[src/rtl/bram_arbiter_pkg.sv]
// Shared types and helpers for the round-robin BRAM arbiter.
package bram_arbiter_pkg;

    localparam int unsigned BRAM_ADDR_W = 11;
    localparam int unsigned BRAM_DATA_W = 32;
    localparam int unsigned BRAM_MASK_W = BRAM_DATA_W / 8;

    typedef enum logic {
        ISSUE,
        MERGE
    } state_t;

    typedef struct packed {
        logic [BRAM_ADDR_W-1:0] addr;
        logic                   write;
        logic [BRAM_DATA_W-1:0] wdata;
        logic [BRAM_MASK_W-1:0] mask;
    } req_t;

    // Byte k comes from new_word where mask[k] is set, otherwise from old_word.
    function automatic logic [BRAM_DATA_W-1:0] merge_bytes(
        input logic [BRAM_DATA_W-1:0] old_word,
        input logic [BRAM_DATA_W-1:0] new_word,
        input logic [BRAM_MASK_W-1:0] mask
    );
        logic [BRAM_DATA_W-1:0] res;
        res = old_word;
        for (int k = 0; k < int'(BRAM_MASK_W); k++) begin
            if (mask[k]) res[k*8 +: 8] = new_word[k*8 +: 8];
        end
        return res;
    endfunction

endpackage

[src/rtl/bram_arbiter_rr_arbiter.sv]
// Round-robin arbiter: one-hot grant to the first requester after the pointer.
module rr_arbiter #(
    parameter int unsigned NPORTS = 2,
    parameter int unsigned IDX_W  = 1
) (
    input  logic              clock,
    input  logic              reset,
    input  logic [NPORTS-1:0] req,
    input  logic              accept,
    output logic [NPORTS-1:0] grant,
    output logic [IDX_W-1:0]  grant_idx
);

    logic [IDX_W-1:0] ptr;
    logic [IDX_W-1:0] cand;
    logic             found;

    always_comb begin
        grant     = '0;
        grant_idx = '0;
        found     = 1'b0;
        cand      = '0;
        for (int i = 1; i <= int'(NPORTS); i++) begin
            cand = IDX_W'((int'(ptr) + i) % int'(NPORTS));
            if (!found && req[cand]) begin
                grant[cand] = 1'b1;
                grant_idx   = cand;
                found       = 1'b1;
            end
        end
    end

    // Pointer starts at the last port so port 0 wins first after reset.
    always_ff @(posedge clock) begin
        if (reset) begin
            ptr <= IDX_W'(NPORTS - 1);
        end else if (accept) begin
            ptr <= grant_idx;
        end
    end

endmodule

[src/rtl/bram_arbiter.sv]
// Shares one 2048x32 BRAM port among NPORTS requesters; partial writes use read-modify-write.
// Optional BRAM_ARBITER_STATS_EN adds grant_count / stall_count outputs.
module bram_arbiter
    import bram_arbiter_pkg::*;
#(
    parameter int unsigned NPORTS = 2,
    parameter int unsigned ADDR_W = BRAM_ADDR_W,
    parameter int unsigned DATA_W = BRAM_DATA_W
) (
    input  logic                           clock,
    input  logic                           reset,
    input  logic [NPORTS-1:0]              req_valid,
    output logic [NPORTS-1:0]              req_ready,
    input  logic [NPORTS-1:0][ADDR_W-1:0]  req_addr,
    input  logic [NPORTS-1:0]              req_write,
    input  logic [NPORTS-1:0][DATA_W-1:0]  req_wdata,
    input  logic [NPORTS-1:0][DATA_W/8-1:0] req_mask,
    output logic [NPORTS-1:0]              rsp_valid,
    output logic [DATA_W-1:0]              rsp_data,
`ifdef BRAM_ARBITER_STATS_EN
    output logic [NPORTS-1:0][31:0]        grant_count,
    output logic [31:0]                    stall_count,
`endif
    output logic [ADDR_W-1:0]              bram_raddr,
    output logic [ADDR_W-1:0]              bram_waddr,
    output logic [DATA_W-1:0]              bram_wdata,
    output logic                           bram_wren,
    input  logic [DATA_W-1:0]              bram_out
);

    localparam int unsigned IDX_W = (NPORTS > 1) ? $clog2(NPORTS) : 1;

    state_t              state_q, state_n;
    req_t                pend_q, pend_n, greq;
    logic [NPORTS-1:0]   pgrant_q, pgrant_n;
    logic [NPORTS-1:0]   arb_req, grant, rsp_n;
    logic [IDX_W-1:0]    gidx;
    logic                accept, rsp_rd_q, rsp_rd_n;
    logic [ADDR_W-1:0]   raddr_q, raddr_n, waddr_q, waddr_n;
    logic [DATA_W-1:0]   wdata_q, wdata_n;
    logic                wren_n;

    assign arb_req   = (state_q == ISSUE && !reset) ? req_valid : '0;
    assign accept    = |grant;
    assign req_ready = grant;

    rr_arbiter #(.NPORTS(NPORTS), .IDX_W(IDX_W)) u_rr (
        .clock     (clock),
        .reset     (reset),
        .req       (arb_req),
        .accept    (accept),
        .grant     (grant),
        .grant_idx (gidx)
    );

    always_comb begin
        greq.addr  = req_addr[gidx];
        greq.write = req_write[gidx];
        greq.wdata = req_wdata[gidx];
        greq.mask  = req_mask[gidx];
    end

    // Next-state and BRAM drive; idle cycles keep the last addresses/data.
    always_comb begin
        state_n  = state_q;
        pend_n   = pend_q;
        pgrant_n = pgrant_q;
        raddr_n  = raddr_q;
        waddr_n  = waddr_q;
        wdata_n  = wdata_q;
        wren_n   = 1'b0;
        rsp_n    = '0;
        rsp_rd_n = 1'b0;
        case (state_q)
            ISSUE: begin
                if (accept) begin
                    if (!greq.write) begin
                        raddr_n  = greq.addr;
                        rsp_n    = grant;
                        rsp_rd_n = 1'b1;
                    end else if (greq.mask == '1) begin
                        waddr_n = greq.addr;
                        wdata_n = greq.wdata;
                        wren_n  = 1'b1;
                        rsp_n   = grant;
                    end else if (greq.mask == '0) begin
                        rsp_n = grant;
                    end else begin
                        raddr_n  = greq.addr;
                        pend_n   = greq;
                        pgrant_n = grant;
                        state_n  = MERGE;
                    end
                end
            end
            MERGE: begin
                waddr_n = pend_q.addr;
                wdata_n = merge_bytes(bram_out, pend_q.wdata, pend_q.mask);
                wren_n  = !reset;
                rsp_n   = pgrant_q;
                state_n = ISSUE;
            end
            default: state_n = ISSUE;
        endcase
    end

    always_ff @(posedge clock) begin
        if (reset) begin
            state_q   <= ISSUE;
            pend_q    <= '0;
            pgrant_q  <= '0;
            raddr_q   <= '0;
            waddr_q   <= '0;
            wdata_q   <= '0;
            rsp_valid <= '0;
            rsp_rd_q  <= 1'b0;
        end else begin
            state_q   <= state_n;
            pend_q    <= pend_n;
            pgrant_q  <= pgrant_n;
            raddr_q   <= raddr_n;
            waddr_q   <= waddr_n;
            wdata_q   <= wdata_n;
            rsp_valid <= rsp_n;
            rsp_rd_q  <= rsp_rd_n;
        end
    end

    assign bram_raddr = raddr_n;
    assign bram_waddr = waddr_n;
    assign bram_wdata = wdata_n;
    assign bram_wren  = wren_n;
    assign rsp_data   = rsp_rd_q ? bram_out : '0;

`ifdef BRAM_ARBITER_STATS_EN
    always_ff @(posedge clock) begin
        if (reset) begin
            grant_count <= '0;
            stall_count <= '0;
        end else begin
            for (int i = 0; i < int'(NPORTS); i++) begin
                if (grant[i]) grant_count[i] <= grant_count[i] + 32'd1;
            end
            if (|(req_valid & ~req_ready)) stall_count <= stall_count + 32'd1;
        end
    end
`endif

endmodule

[config.mk]
export PLATFORM = sky130hd
export DESIGN_NAME = bram_arbiter
export DESIGN_NICKNAME = d
export VERILOG_FILES = /design/src/rtl/bram_arbiter_pkg.sv /design/src/rtl/bram_arbiter_rr_arbiter.sv /design/src/rtl/bram_arbiter.sv
export SDC_FILE = /design/constraint.sdc
export NUM_CORES = 1
export LEC_CHECK = 0
export CAP_MARGIN = 20
export CORE_AREA = 2 2 128 130
export CTS_CLUSTER_DIAMETER = 40
export DETAILED_ROUTE_END_ITERATION = 10
export DIE_AREA = 0 0 130 132
export HOLD_SLACK_MARGIN = 0.08
export PLACE_DENSITY_LB_ADDON = 0.25
export SLEW_MARGIN = 20
export SYNTH_ARGS = -nofsm -noshare
export SYNTH_HDL_FRONTEND = slang
export SYNTH_SLANG_ARGS = --single-unit
[constraint.sdc]
create_clock -name clock -period 2.3 [get_ports clock]
set_input_delay 0.46 -clock clock [delete_from_list [all_inputs] [get_ports clock]]
set_output_delay 0.46 -clock clock [all_outputs]
set_load 0.01 [all_outputs]
==> impl_metrics.env <==
export IMPL_ant_nets=0
export IMPL_final_common_cell="nand2_1"
export IMPL_setup_viol=57
export IMPL_ys_seq_area_share_pct=33.2
export IMPL_status="finished with violations"
export IMPL_grt_pass1_vias=7277
export IMPL_fillers=1184
export IMPL_yosysUniqueCellTypes=40
export IMPL_critical_path_max_fanout=6
export IMPL_clk_pin_slew_ns=0.07
export IMPL_portBuffers=222
export IMPL_regArea_um2=2170
export IMPL_clock_skew_ns=0.0106
export IMPL_maxSlewViolCount=0
export IMPL_grt_pass1_wl_um=38200
export IMPL_avgSynthCellArea_um2=7.49
export IMPL_synth_cells=869
export IMPL_synth_nets=1001
export IMPL_hpwl_um=14600
export IMPL_fin_crit_ns=2.75
export IMPL_ctsHoldBuffers=0
export IMPL_grtUsageTotal_pct=28.2
export IMPL_cts_root_buf="clkbuf_16"
export IMPL_drive_above_1_share_pct=36.3
export IMPL_wirelength_um=26600
export IMPL_layout_common_cells="176 x nand2_1, 155 x clkdlybuf4s50_1, 106 x dfxtp_1"
export IMPL_synth_edf_count=0
export IMPL_critical_path_class="register to primary output"
export IMPL_async_flop_share_pct=0
export IMPL_r2r_cells=7
export IMPL_via_per_inst=5.78
export IMPL_place_congestion=0.816
export IMPL_ir_drop_v=0.000370
export IMPL_rsz0062_at_grt="yes"
export IMPL_syn2layout_area_growth_pct=70.9
export IMPL_cts_tree="yes"
export IMPL_drt_first_iter_violations=595
export IMPL_synth_area_leaders="dfxtp_1 33%, nand2_1 11%, a311oi_2 8.3%"
export IMPL_startpoint_type="register"
export IMPL_timing_rr_start="state_q"
export IMPL_die_h_um=132
export IMPL_ys_flop_type="dfxtp_1"
export IMPL_num_rows=46
export IMPL_clock_latency_ns=0.37
export IMPL_multi_input_area_um2=5030
export IMPL_worst_ep_arrival_time_ns=2.29
export IMPL_power_density_nw_per_um2=486
export IMPL_final_net_count=1255
export IMPL_vias=7772
export IMPL_cts_sinks=108
export IMPL_synth_area_um2=6510
export IMPL_ys_ff_latch=108
export IMPL_post_drt_wl_per_cell_um=19.8
export IMPL_r2r_end="pend_q[37]"
export IMPL_min_path_type="register to register"
export IMPL_core_area_um2=15700
export IMPL_hold_viol=0
export IMPL_cts_buffers=9
export IMPL_worst_pin_slew_ns=1.04
export IMPL_num_antenna_cells=0
export IMPL_min_period_over_period_pct=120
export IMPL_cap_violations=0
export IMPL_violations="setup timing"
export IMPL_route_detailed_drc=0
export IMPL_reg2reg_setup_slack_ns=0
export IMPL_clock_path_buffers=2
export IMPL_critPathCapture="bram_waddr[7]"
export IMPL_cp_startpoint="state_q"
export IMPL_ctsHtreeMaxLevel=3
export IMPL_start_util_pct=41.4
export IMPL_die_area_um2=17200
export IMPL_fmax_mhz=364
export IMPL_power_leakage_nw=4.37
export IMPL_finalWorstSetupSlack_ns=-0.449
export IMPL_hold_slack_ns=0.464
export IMPL_dr_pass1_iters=7
export IMPL_fin_cells=1344
export IMPL_ios=223
export IMPL_die_w_um=130
export IMPL_required_ns=1.84
export IMPL_ys_warn_count=0
export IMPL_synth_top_area_share_pct=33.2
export IMPL_grt_max_degree=74
export IMPL_relSlewSlack_pct=30.9
export IMPL_crit_path_end_kind="primary output"
export IMPL_antenna_found_initial=0
export IMPL_yosysTopAreaCell="dfxtp_1"
export IMPL_grt_overflow_total=0
export IMPL_dp_cells=1282
power by group:
group,internal [mW],switching [mW]
sequential,1.99,0.0881
clock,0.747,0.776
combinational,0.909,0.894
total,3.65,1.76
metrics by stage:
step	utilization [%]	total power [mW]	area [µm²]	setup WS (ns)	setup TNS [ns]
4_1_cts	66.3	5.26	10400	-0.380	-17.04
5_1_grt	70.8	5.63	11100	-0.518	-23.21
2_1_floorplan	-	2.88	6700	-0.0142	-0.0229
6_report	70.8	5.41	11100	-0.449	-18.95
3_3_place_gp	59.5	3.60	9350	-0.960	-69.91
3_5_place_dp	59.5	3.62	9350	-0.957	-72.86
critical path: stages (launching register included):
cell and delay (ns):
dfxtp_4 0.36, or2_4 0.30, buf_6 0.14, nor3_4 0.12
o211a_4 0.21, buf_12 0.12, buf_12 0.12, buf_12 0.15
o22ai_4 0.08, o21ai_2 0.16, buf_2 0.16
logic make-up after synthesis:
kind of cell | Yosys count | synth area share [%]
flip-flops | 108 | 33.2
multiplexers | 44 | 7.40
AND/OR/NAND/NOR | 387 | 26.5
buffers and inverters | 88 | 6.80
AO/OA/AOI/OAI | 242 | 26.0
area by class of cell:
cell class	instances	area share (%)
tap	216	2.43
inverter	1	0.0337
clock buffer	10	2.06
sequential	108	19.5
clock inverter	6	0.427
multi-input combinational	673	45.2
timing repair buffer	330	30.3
synth_stat cells, drive strengths merged, types with 2 or more instances:
library cell / n
nand2: 185
dfxtp: 108
nor2: 96
o21ai: 87
clkbuf: 56
a21oi: 55
nor4: 46
o22ai: 43
a311oi: 36
mux2: 33
and2: 32
buf: 31
or2: 13
a211oi: 12
mux2i: 11
nor3: 3
and3: 2
and4: 2
nand2b: 2
nand4: 2
nor2b: 2
o211a: 2
routing by layer:
layer / part of all wire, % / wire length, µm / vias up / global-route usage (%)
met5: 0 / 0 / - / 0
li1: - / - / 3619 / -
met2: 48 / 12900 / 398 / 46.2
met3: 8.0 / 2130 / 56 / 7.26
met4: 2.4 / 650 / 0 / 9.02
met1: 41 / 11000 / 3699 / 36.1
flip-flops by register name (all words and copies together) (netlist names):
register,cells
waddr_q,11
pgrant_q,2
state_q,1
wdata_q,32
rsp_valid,2
raddr_q,11
rsp_rd_q,1
u_rr.ptr,1
pend_q,47
how the worst min path moves through the flow:
stage,from,to,slack (ns),cells after the start
3_5_place_dp,pgrant_q[1],rsp_valid[1],0.44,2
2_1_floorplan,pgrant_q[1],rsp_valid[1],0.42,2
5_1_grt,req_mask[4],pend_q[0],0.48,3
4_1_cts,pgrant_q[1],rsp_valid[1],0.47,2
6_report,raddr_q[10],raddr_q[10],0.46,2
3_3_place_gp,pgrant_q[1],rsp_valid[1],0.44,2
repair_timing:
action,4_1_cts,5_1_grt
gates cloned,8,5
buffers inserted,14,24
gates resized for setup,328,152
pin swaps,19,33
endpoints found under the setup margin,101,60
hold endpoints to repair,0,0
No activity file was read; power rests on OpenSTA's default activity.
